==> config.mk <==
export PLATFORM = sky130hd
export DESIGN_NAME = reg_wb_ctrl
export DESIGN_NICKNAME = d
export VERILOG_FILES = /design/src/rtl/rv_pkg.sv /design/src/rtl/load_extend.sv /design/src/rtl/reg_wb_ctrl.sv
export SDC_FILE = /design/constraint.sdc
export NUM_CORES = 1
export LEC_CHECK = 0
export ABC_CLOCK_PERIOD_IN_PS = 13050
export CORE_MARGIN = 2
export CORE_UTILIZATION = 55
export CTS_CLUSTER_DIAMETER = 40
export DETAILED_ROUTE_END_ITERATION = 6
export GPL_ROUTABILITY_DRIVEN = 0
export PLACE_DENSITY = 0.93
export SYNTH_ARGS = -nofsm -noshare
export SYNTH_HDL_FRONTEND = slang
export SYNTH_SLANG_ARGS = --single-unit
==> constraint.sdc <==
create_clock -name clk -period 13.05 [get_ports clk]
set_clock_uncertainty 0.05 [all_clocks]
set_input_delay 1.305 -clock clk [delete_from_list [all_inputs] [get_ports clk]]
set_output_delay 1.305 -clock clk [all_outputs]
set_load 0.02 [all_outputs]
==> src/rtl/rv_pkg.sv <==
// Shared RV64 constants for the write-back path: data width, load funct3
// encodings, the hardwired-zero register and a pending-mask helper.
package rv_pkg;

  localparam int XLEN = 64;
  localparam int NUM_REGS = 32;
  localparam logic [4:0] REG_X0 = 5'd0;

  typedef enum logic [2:0] {
    F3_LB  = 3'b000,
    F3_LH  = 3'b001,
    F3_LW  = 3'b010,
    F3_LD  = 3'b011,
    F3_LBU = 3'b100,
    F3_LHU = 3'b101,
    F3_LWU = 3'b110
  } ld_f3_e;

  // One-hot of a destination register; x0 never shows as pending.
  function automatic logic [NUM_REGS-1:0] rd_onehot(input logic [4:0] r);
    logic [NUM_REGS-1:0] oh;
    oh = NUM_REGS'(1) << r;
    oh[0] = 1'b0;
    return oh;
  endfunction

endpackage

==> src/rtl/load_extend.sv <==
// Selects the addressed byte/half/word of an aligned doubleword and
// sign- or zero-extends it; undefined funct3 yields zero.
module load_extend
  import rv_pkg::*;
#(
  parameter int XLEN = rv_pkg::XLEN
) (
  input  logic [2:0]      funct3,
  input  logic [2:0]      offset,
  input  logic [XLEN-1:0] rdata,
  output logic [XLEN-1:0] result
);

  logic [XLEN-1:0] b_sh, h_sh, w_sh;

  // Sub-size offsets are truncated toward the natural alignment.
  assign b_sh = rdata >> {offset, 3'b000};
  assign h_sh = rdata >> {offset[2:1], 4'b0000};
  assign w_sh = rdata >> {offset[2], 5'b00000};

  always_comb begin
    result = '0;
    case (funct3)
      F3_LB:  result = {{(XLEN-8){b_sh[7]}}, b_sh[7:0]};
      F3_LH:  result = {{(XLEN-16){h_sh[15]}}, h_sh[15:0]};
      F3_LW:  result = {{(XLEN-32){w_sh[31]}}, w_sh[31:0]};
      F3_LD:  result = rdata;
      F3_LBU: result = {{(XLEN-8){1'b0}}, b_sh[7:0]};
      F3_LHU: result = {{(XLEN-16){1'b0}}, h_sh[15:0]};
      F3_LWU: result = {{(XLEN-32){1'b0}}, w_sh[31:0]};
      default: result = '0;
    endcase
  end

endmodule

==> src/rtl/reg_wb_ctrl.sv <==
// Write-back merge of ALU and load results onto one registered register-file
// write port, with one holding slot per source and load-first arbitration.
module reg_wb_ctrl
  import rv_pkg::*;
#(
  parameter int XLEN       = rv_pkg::XLEN,
  parameter int STARVE_MAX = 4
) (
  input  logic            clk,
  input  logic            rst,
  input  logic            alu_valid,
  output logic            alu_ready,
  input  logic [4:0]      alu_rd,
  input  logic [XLEN-1:0] alu_data,
  input  logic            ld_valid,
  output logic            ld_ready,
  input  logic [4:0]      ld_rd,
  input  logic [2:0]      ld_funct3,
  input  logic [2:0]      ld_offset,
  input  logic [XLEN-1:0] ld_rdata,
  output logic            wen,
  output logic [4:0]      rd,
  output logic [XLEN-1:0] wd,
  output logic [31:0]     pending_mask
);

  localparam int CW = $clog2(STARVE_MAX + 1);

  logic            alu_full, ld_full;
  logic [4:0]      alu_rd_q, ld_rd_q;
  logic [XLEN-1:0] alu_data_q, ld_data_q, ld_ext;
  logic [CW-1:0]   starve_cnt;
  logic            starved, alu_gnt, ld_gnt, alu_acc, ld_acc;

  load_extend #(.XLEN(XLEN)) u_ext (
    .funct3 (ld_funct3),
    .offset (ld_offset),
    .rdata  (ld_rdata),
    .result (ld_ext)
  );

  assign starved = (starve_cnt == CW'(STARVE_MAX));
  assign alu_gnt = alu_full && (!ld_full || starved);
  assign ld_gnt  = ld_full && !alu_gnt;

  // A granted slot frees this edge, so it may take a new entry at once.
  assign alu_ready = !alu_full || alu_gnt;
  assign ld_ready  = !ld_full || ld_gnt;
  assign alu_acc   = alu_valid && alu_ready;
  assign ld_acc    = ld_valid && ld_ready;

  always_ff @(posedge clk or posedge rst) begin
    if (rst) begin
      alu_full   <= 1'b0;
      alu_rd_q   <= '0;
      alu_data_q <= '0;
    end else if (alu_acc) begin
      alu_full   <= 1'b1;
      alu_rd_q   <= alu_rd;
      alu_data_q <= alu_data;
    end else if (alu_gnt) begin
      alu_full   <= 1'b0;
    end
  end

  always_ff @(posedge clk or posedge rst) begin
    if (rst) begin
      ld_full   <= 1'b0;
      ld_rd_q   <= '0;
      ld_data_q <= '0;
    end else if (ld_acc) begin
      ld_full   <= 1'b1;
      ld_rd_q   <= ld_rd;
      ld_data_q <= ld_ext;
    end else if (ld_gnt) begin
      ld_full   <= 1'b0;
    end
  end

  always_ff @(posedge clk or posedge rst) begin
    if (rst) begin
      starve_cnt <= '0;
    end else if (!alu_full || alu_gnt) begin
      starve_cnt <= '0;
    end else if (ld_gnt && !starved) begin
      starve_cnt <= starve_cnt + CW'(1);
    end
  end

  // x0 entries still take their grant cycle but never raise wen.
  always_ff @(posedge clk or posedge rst) begin
    if (rst) begin
      wen <= 1'b0;
      rd  <= '0;
      wd  <= '0;
    end else if (alu_gnt) begin
      wen <= (alu_rd_q != REG_X0);
      rd  <= alu_rd_q;
      wd  <= alu_data_q;
    end else if (ld_gnt) begin
      wen <= (ld_rd_q != REG_X0);
      rd  <= ld_rd_q;
      wd  <= ld_data_q;
    end else begin
      wen <= 1'b0;
    end
  end

  assign pending_mask = (alu_full ? rd_onehot(alu_rd_q) : 32'd0)
                      | (ld_full  ? rd_onehot(ld_rd_q)  : 32'd0)
                      | (wen      ? rd_onehot(rd)       : 32'd0);

endmodule

Word-level counts from Yosys, hierarchy flattened
Cells that the tools add are included. Widths: inputs -> output; s select.

Register bits after elaboration: 213. Input bits: 148. Output and inout bits: 104. Word-level logic and storage cells: 61.

$add $sub $neg: 1. Eq/ne operators: 7. Shift operators: 6. Mux-type cells: 16. Bitwise gates (word level): 2. Reductions and logical operators: 19.

Operators by type and width (number): $pmux 64 s7 (1); $mux 64 (2); $mux 32 (3); $shl 1x5->32 const A (3); $or 32x32->32 (2); $shr 64x6->16 (1); $shr 64x6->32 (1); $shr 64x6->8 (1); $eq 3x3->1 const B (4); $mux 5 (2); $reduce_bool 5->1 (2); $reduce_bool 2->1 (4); $eq 3x2->1 const B (2); $mux 1 (6); $mux 3 (2); $logic_and 1x1->1 (5); $logic_not 1->1 (4); $add 3x1->3 const B (1); $eq 3x1->1 const B (1); $logic_not 3->1 (1); $logic_or 1x1->1 (3).

Longest topological paths before layout
Gate-level depths: netlist of run 1.

Depth in word-level cells: 8. Depth in mapped cells: 9. Gate-level depth less buffers: 7.

By module
From an unflattened synthesis of run 1, not the netlist that was laid out.

Cells, all modules: 918. Area total of the unflattened synthesis: 11036.8 um^2.

By module, submodules not included: reg_wb_ctrl (instances 1, cells an instance 710, area each 9331.4 um^2); load_extend (instances 1, cells an instance 208, area each 1705.4 um^2).

Least setup slack after synthesis of run 1
Ideal clock, no wire load.

Kind: reg2out. Start point: register ld_rd_q[3]. End point: output pending_mask[9]. Arrival time: 1615 ps. Required time: 11695 ps. Setup slack: 10080 ps. Stages on the path, launching flop included: 6. Cell sequence: dfrtp_1 -> clkbuf_1 -> nor2b_1 -> nor2b_1 -> nand2_1 -> o21ai_0.

Cells in the longest elaborated chain, start to end: 4.

Ends and longest elaborated chain: start, declared (line reg_wb_ctrl.sv:30) `logic [4:0] alu_rd_q, ld_rd_q;`; start signal, assigned (line reg_wb_ctrl.sv:73) `ld_rd_q <= ld_rd;`; $shl 1x5->32 (line rv_pkg.sv:22) `oh = NUM_REGS'(1) << r;`; $mux 32 (line reg_wb_ctrl.sv:110) `| (ld_full ? rd_onehot(ld_rd_q) : 32'd0)`; $or 32x32->32 (line reg_wb_ctrl.sv:110); $or 32x32->32 (line reg_wb_ctrl.sv:111) `| (wen ? rd_onehot(rd) : 32'd0);`; end, declared (line reg_wb_ctrl.sv:24) `output logic [31:0] pending_mask`.

Every way passes these cells.

Final worst setup path of run 1
Start point: register ld_full. End point: output pending_mask[14].

Cells in the longest elaborated chain, start to end: 3.

Ends and longest elaborated chain: start, declared (line reg_wb_ctrl.sv:29) `logic alu_full, ld_full;`; start signal, assigned (line reg_wb_ctrl.sv:68) `ld_full <= 1'b0;`; start signal, assigned (line reg_wb_ctrl.sv:72) `ld_full <= 1'b1;`; start signal, assigned (line reg_wb_ctrl.sv:76) `ld_full <= 1'b0;`; $mux 32 (line reg_wb_ctrl.sv:110); $or 32x32->32 (line reg_wb_ctrl.sv:110); $or 32x32->32 (line reg_wb_ctrl.sv:111).

Every way passes these cells.

==> impl_metrics.json, run 1 <==
{
  "leakagePower_nw": 6.120,
  "start_util_pct": 55.52,
  "syn_nets": 1260,
  "postCtsHoldBufs": 0,
  "start_kind": "flip-flop",
  "synth_area_leaders": "dfrtp_1, mux2_2, nand2_1",
  "vdd_drop_max_mv": 0.1038,
  "p_per_area_mw_per_mm2": 141.3,
  "grt_usage_pct": 32.05,
  "cts.sinks": 213,
  "status": "finished clean",
  "min_period_ns": 4.102,
  "critPathMaxStageDelay_ns": 0.66,
  "post_cts_buffers": 0,
  "port_buffers": 250,
  "crit_required_ns": 11.69,
  "arrival_ns": 2.75,
  "antenna_left": 0,
  "ctsRootBufferMaster": "clkbuf_16",
  "drt_iter0_markers": 1372,
  "async_reset_ff_share_pct": 100.0,
  "final.setup.tns_ns": 0,
  "fin_nets": 1456,
  "utilization_pct": 72.95,
  "num_vias": 10420,
  "grt_max_degree": 132,
  "routed_wl_um": 35010,
  "max_freq_mhz": 243.8,
  "core-area_mm2": 0.02004,
  "rsz0062_at_grt": "no",
  "drive_above_1_share_pct": 14.30,
  "cp_max_fo": 11,
  "htree_levels": 1,
  "core.rowCount": 52,
  "overflow": 0,
  "ys_ff_latch": 213,
  "crit_chain": "nor2b_1 > nand4_1 > nand3_1 > clkdlybuf4s50_1",
  "clk_pin_slew_worst_paths_ns": 0.06,
  "final_area_mm2": 0.01462,
  "cts_resized": 0,
  "yosysSeqAreaShare_pct": 47.91,
  "io_pins": 252,
  "critical-path-top-delay-family": "simple AND/OR/NAND/NOR gates",
  "ys_types": 58,
  "worstSkewPairLatency_ns": 0.53,
  "drtPass1Iterations": 7,
  "grt_pass1_wl_um": 55270,
  "route.detailed.drc": 0,
  "die_area_mm2": 0.02138,
  "cts_tree": "done",
  "grt_pass1_vias": 10370,
  "yosysWarnings": 0,
  "place_area_mm2": 0.01362,
  "numCtsBuffers": 31,
  "synthesis.area_mm2": 0.01113,
  "crit_buf_inv": 1,
  "antenna_found_initial": 1,
  "yosysTopAreaCell": "dfrtp_1",
  "drv_cap": 0,
  "syn2layout_area_growth_pct": 31.39,
  "total_power_mw": 2.066,
  "clk_path_buf_depth": 3,
  "detail_route.wl_per_cell_um": 21.88,
  "tightest_slew_ns": 1.261,
  "post-dp-hpwl_um": 23810,
  "synth_edf_count": 0,
  "worstSetupEndpointType": "output pin",
  "routed_via_density": 6.513,
  "period_share_pct": 31.43,
  "netlist_instances": 1110,
  "worst_path_max_delay_cell": "nor2b_1",
  "synth_top_flop_cell": "dfrtp_1",
  "hold_viol_final": 0,
  "path_class": "reg -> out",
  "hold_path.class": "reg -> reg",
  "synth_top_area_share_pct": 47.91,
  "slew_headroom_pct": 15.85,
  "die_w_um": 146.2,
  "setup_violations": 0,
  "die_y_um": 146.2,
  "syn_avg_cell_area_um2": 10.02,
  "slew_violations": 0
}
## synthesized netlist by cell type, types with 5 or more instances
library cell,count
a221oi_1,7
buf_4,9
buf_6,5
a21oi_1,101
o21ai_0,14
clkbuf_1,58
buf_2,25
nand2b_1,11
a221oi_2,8
a221o_1,5
inv_1,10
nor2_1,31
a31oi_1,88
mux4_2,14
o211ai_1,6
mux2_2,80
nor2b_1,10
nand3b_1,5
nor3_1,6
a32oi_1,10
a22oi_1,94
a21o_1,5
mux2i_1,21
nand2_1,211
a222oi_1,7
dfrtp_1,213
## logic make-up (layout without fill, tap and decap cells)
family | Yosys count | count (layout) | share of synthesized area [%]
simple gates | 307 | 307 | 12.16
fa+ha+maj | 2 | 2 | 0.2249
xor+xnor | 1 | 1 | 0.07874
other cells | 1 | 2 | 0.03371
flops | 213 | 213 | 47.91
compound gates | 360 | 360 | 22.01
buf+inv | 111 | 330 | 4.768
mux | 115 | 115 | 12.82
## stage by stage
step	cells	setup WS, ns	hold WS (ns)
3_5_place_dp	1543	9.011	0.4020
4_1_cts	1599	9.025	0.4090
3_3_place_gp	1543	9.054	0.3983
6_report	1600	8.948	0.4121
5_1_grt	1600	8.815	0.4487
2_1_floorplan	1110	5.872	0.3822
## worst register-to-register path, cell delays in order, from the launching register on
cell and delay [ns]:
dfrtp_1 0.63, and4_4 0.36, inv_2 0.07, nand2_4 0.11, buf_4 0.91, a21oi_1 0.33
a31oi_1 0.26
## layer usage
| layer | global-route usage [%] | routed length [um] | vias to the layer above |
|---|---|---|---|
| li1 | - | - | 4519 |
| met1 | 41.19 | 12590 | 4949 |
| met2 | 52.05 | 16420 | 789 |
| met3 | 8.500 | 4157 | 164 |
| met4 | 13.01 | 1838 | 0 |
| met5 | 0 | 0 | - |
## where the power goes
group          switching (mW)  internal, mW  total (mW)
combinational           0.244         0.214       0.458
sequential             0.0718         0.749       0.821
clock                   0.311         0.476       0.787
## placed cells by master (no fill, tap or decap), types with 5 or more instances in the layout
cell | Yosys | layout
nor3_1 | 6 | 5
a31oi_1 | 88 | 88
a222oi_1 | 7 | 7
mux2_2 | 80 | 80
nand2b_1 | 11 | 11
nor2b_1 | 10 | 10
inv_1 | 10 | 9
nor2_1 | 31 | 29
a21oi_1 | 101 | 99
buf_4 | 9 | 13
clkbuf_16 | 0 | 31
clkdlybuf4s50_1 | 0 | 247
clkinvlp_4 | 0 | 7
a221o_1 | 5 | 5
mux2i_1 | 21 | 21
a21o_1 | 5 | 5
a221oi_2 | 8 | 8
o21ai_0 | 14 | 14
a221oi_1 | 7 | 7
clkinv_2 | 0 | 6
mux4_2 | 14 | 14
a32oi_1 | 10 | 10
nand2_1 | 211 | 210
a22oi_1 | 94 | 94
dfrtp_1 | 213 | 213
nand3b_1 | 5 | 5
o211ai_1 | 6 | 6
## path summary, 6_finish.rpt
kind / start / end / slack [ns] / cells after the start
max: ld_full / pending_mask[14] / 8.95 / 4
min: starve_cnt[0] / starve_cnt[0] / 0.41 / 1
max in group asynchronous: rst / ld_data_q[30] / 9.97 / 3
min reg2reg: starve_cnt[0] / starve_cnt[0] / 0.41 / 1
max reg2reg: ld_full / ld_data_q[41] / 10.23 / 6
min in group asynchronous: rst / alu_data_q[50] / 1.31 / 2
## registers in the layout, summed over array words and instances, names as in the netlist, 3 cells and up
signal and count:
rd 5, ld_data_q 64, starve_cnt 3, wd 64, alu_rd_q 5, ld_rd_q 5
alu_data_q 64
## cell type report
cell class | instances | area (um^2)
tap | 270 | 337.8
antenna | 1 | 2.502
fill | 1432 | 5421
clock buffer | 36 | 824.5
sequential | 213 | 5330
clock inverter | 20 | 170.2
inverter | 11 | 48.80
multi-input combinational | 786 | 5319
timing repair buffer | 263 | 2585
Note: power is estimated with default switching activity, not from simulation.
==> run 2, diff against run 1 <==
--- a/config.mk
+++ b/config.mk
@@ -5,13 +5,13 @@
 export SDC_FILE = /design/constraint.sdc
 export NUM_CORES = 1
 export LEC_CHECK = 0
-export ABC_CLOCK_PERIOD_IN_PS = 13050
+export ABC_CLOCK_PERIOD_IN_PS = 3400
 export CORE_MARGIN = 2
-export CORE_UTILIZATION = 55
+export CORE_UTILIZATION = 46
 export CTS_CLUSTER_DIAMETER = 40
 export DETAILED_ROUTE_END_ITERATION = 6
 export GPL_ROUTABILITY_DRIVEN = 0
-export PLACE_DENSITY = 0.93
+export PLACE_DENSITY = 0.84
 export SYNTH_ARGS = -nofsm -noshare
 export SYNTH_HDL_FRONTEND = slang
 export SYNTH_SLANG_ARGS = --single-unit
==> constraint.sdc (replaced) <==
create_clock -name clk -period 3.4 [get_ports clk]
set_clock_uncertainty 0.05 [all_clocks]
set_input_delay 0.34 -clock clk [delete_from_list [all_inputs] [get_ports clk]]
set_output_delay 0.34 -clock clk [all_outputs]
set_load 0.02 [all_outputs]
==> impl_metrics.json, run 2 (synthesized netlist as in run 1, its figures left out) <==
{
  "start_util_pct": 47.12,
  "ctsRootBufferMaster": "clkbuf_16",
  "hold_path.class": "in -> async",
  "postCtsHoldBufs": 0,
  "cts_resized": 0,
  "htree_levels": 2,
  "crit_chain": "nor2b_1 > and3_1 > a32oi_1 > nand2_1 > clkdlybuf4s50_1",
  "status": "finished clean",
  "io_pins": 252,
  "place_ws_ns": 0.5406,
  "port_buffers": 250,
  "die_y_um": 159.5,
  "p_per_area_mw_per_mm2": 565.4,
  "slew_headroom_pct": 38.51,
  "dp.cells": 1604,
  "cts.sinks": 213,
  "final.setup.tns_ns": 0,
  "drive_above_1_share_pct": 15.43,
  "critPathMaxStageDelay_ns": 0.61,
  "grt_max_degree": 141,
  "drtPass1Iterations": 7,
  "numCtsBuffers": 36,
  "drt_iter0_markers": 1415,
  "antenna_found_initial": 3,
  "clk_path_buf_depth": 3,
  "min_period_ns": 3.122,
  "crit_required_ns": 3.01,
  "mostFrequentLayoutCells": "clkdlybuf4s50_1, dfrtp_1, nand2_1",
  "grt_usage_pct": 27.82,
  "clk_pin_slew_worst_paths_ns": 0.05,
  "drv_cap": 0,
  "cts_tree": "done",
  "worstSkewPairLatency_ns": 0.51,
  "syn2layout_area_growth_pct": 34.99,
  "start_kind": "flip-flop",
  "route.detailed.drc": 0,
  "overflow": 0,
  "die_w_um": 159.5,
  "grt_pass1_wl_um": 56750,
  "post_cts_buffers": 0,
  "fin_cells": 1670,
  "tightest_slew_ns": 0.9224,
  "detail_route.wl_per_cell_um": 21.60,
  "total_power_mw": 8.492,
  "routed_wl_um": 36080,
  "antenna_left": 0,
  "setup_violations": 0,
  "setup_slack_ns": 0.2782,
  "rsz0062_at_grt": "no",
  "r2r_slack_ns": 1.02,
  "worst_path_max_delay_cell": "clkdlybuf4s50_1",
  "max_freq_mhz": 320.3,
  "period_share_pct": 91.82,
  "core-area_mm2": 0.02361,
  "die_area_mm2": 0.02545,
  "post-dp-hpwl_um": 25250,
  "fin_nets": 1473,
  "path_class": "reg -> out",
  "cp_max_fo": 11,
  "final_common_cell": "clkdlybuf4s50_1",
  "core.rowCount": 56,
  "slew_violations": 0,
  "grt_pass1_vias": 10200,
  "arrival_ns": 2.73,
  "hold_viol_final": 0,
  "routed_via_density": 6.234,
  "vdd_drop_max_mv": 0.5124,
  "worstSetupEndpointType": "output pin",
  "num_vias": 10410,
  "top_regs": "alu_data_q (64), ld_data_q (64), wd (64)",
  "leakagePower_nw": 6.306
}
## run 2: cell count changes in the layout (fill, tap and decap cells not counted), moves of 2 or more
cell / before / now
bufinv_16: 1 / 3
clkinvlp_4: 7 / 4
diode_2: 1 / 3
inv_6: 1 / 5
clkinv_4: 3 / 1
clkbuf_16: 31 / 37
buf_4: 13 / 21
inv_8: 3 / 0
buf_12: 0 / 4
## run 2: metal layers
metal | GRT usage, % | part of all wire (%)
met5 | 0 | 0.030
met4 | 11.61 | 4.1
met3 | 7.111 | 12
met2 | 44.75 | 47
met1 | 35.86 | 38
## run 2: worst max-delay path: cells and delay by family (launching register included)
| family | cells | cell delay, ns |
|---|---|---|
| flip-flops | 1 | 0.59 |
| buffers and inverters | 1 | 0.61 |
| AO/OA/AOI/OAI | 1 | 0.13 |
| AND/OR/NAND/NOR | 3 | 0.90 |
## run 2: metrics by stage
stage / instance area (um^2) / hold slack [ns] / util, %
global route: 15010 / 0.3812 / 63.58
detailed placement: 13820 / 0.4070 / 58.52
finish: 15020 / 0.3809 / 63.60
floorplan: 11130 / 0.3822 / -
CTS: 15010 / 0.3692 / 63.57
global placement: 13820 / 0.3997 / 58.52
## run 2: worst paths after layout
kind / start / end / depth (start not counted)
worst min register to register: starve_cnt[0] / starve_cnt[0] / 1
worst max-delay path: ld_rd_q[1] / pending_mask[30] / 5
worst max register to register: starve_cnt[0] / alu_data_q[45] / 7
min in group clk: alu_data[26] / alu_data_q[26] / 2
max in group asynchronous: rst / alu_data_q[0] / 3
worst min-delay path: rst / alu_data_q[48] / 3
## run 2: layout make-up
type	count	area [um^2]
tap	319	399.1
clock inverter	19	200.2
sequential	213	5330
inverter	11	45.04
clock buffer	44	992.2
fill	1886	8594
timing repair buffer	275	2725
multi-input combinational	786	5319
antenna	3	7.507
## run 2: power breakdown
part	leakage [nW]	switching [mW]	internal, mW
Clock	0.585	1.26	2.31
Combinational	3.06	0.938	0.835
Sequential	2.66	0.273	2.88
Total	6.31	2.47	6.02
==> run 3, diff against run 2 <==
--- a/config.mk
+++ b/config.mk
@@ -12,6 +12,7 @@
 export DETAILED_ROUTE_END_ITERATION = 6
 export GPL_ROUTABILITY_DRIVEN = 0
 export PLACE_DENSITY = 0.84
+export SLEW_MARGIN = 15
 export SYNTH_ARGS = -nofsm -noshare
 export SYNTH_HDL_FRONTEND = slang
 export SYNTH_SLANG_ARGS = --single-unit
==> results of run 3 <==
Same layout as run 2: the final DEF is identical, and so are final timing and power.
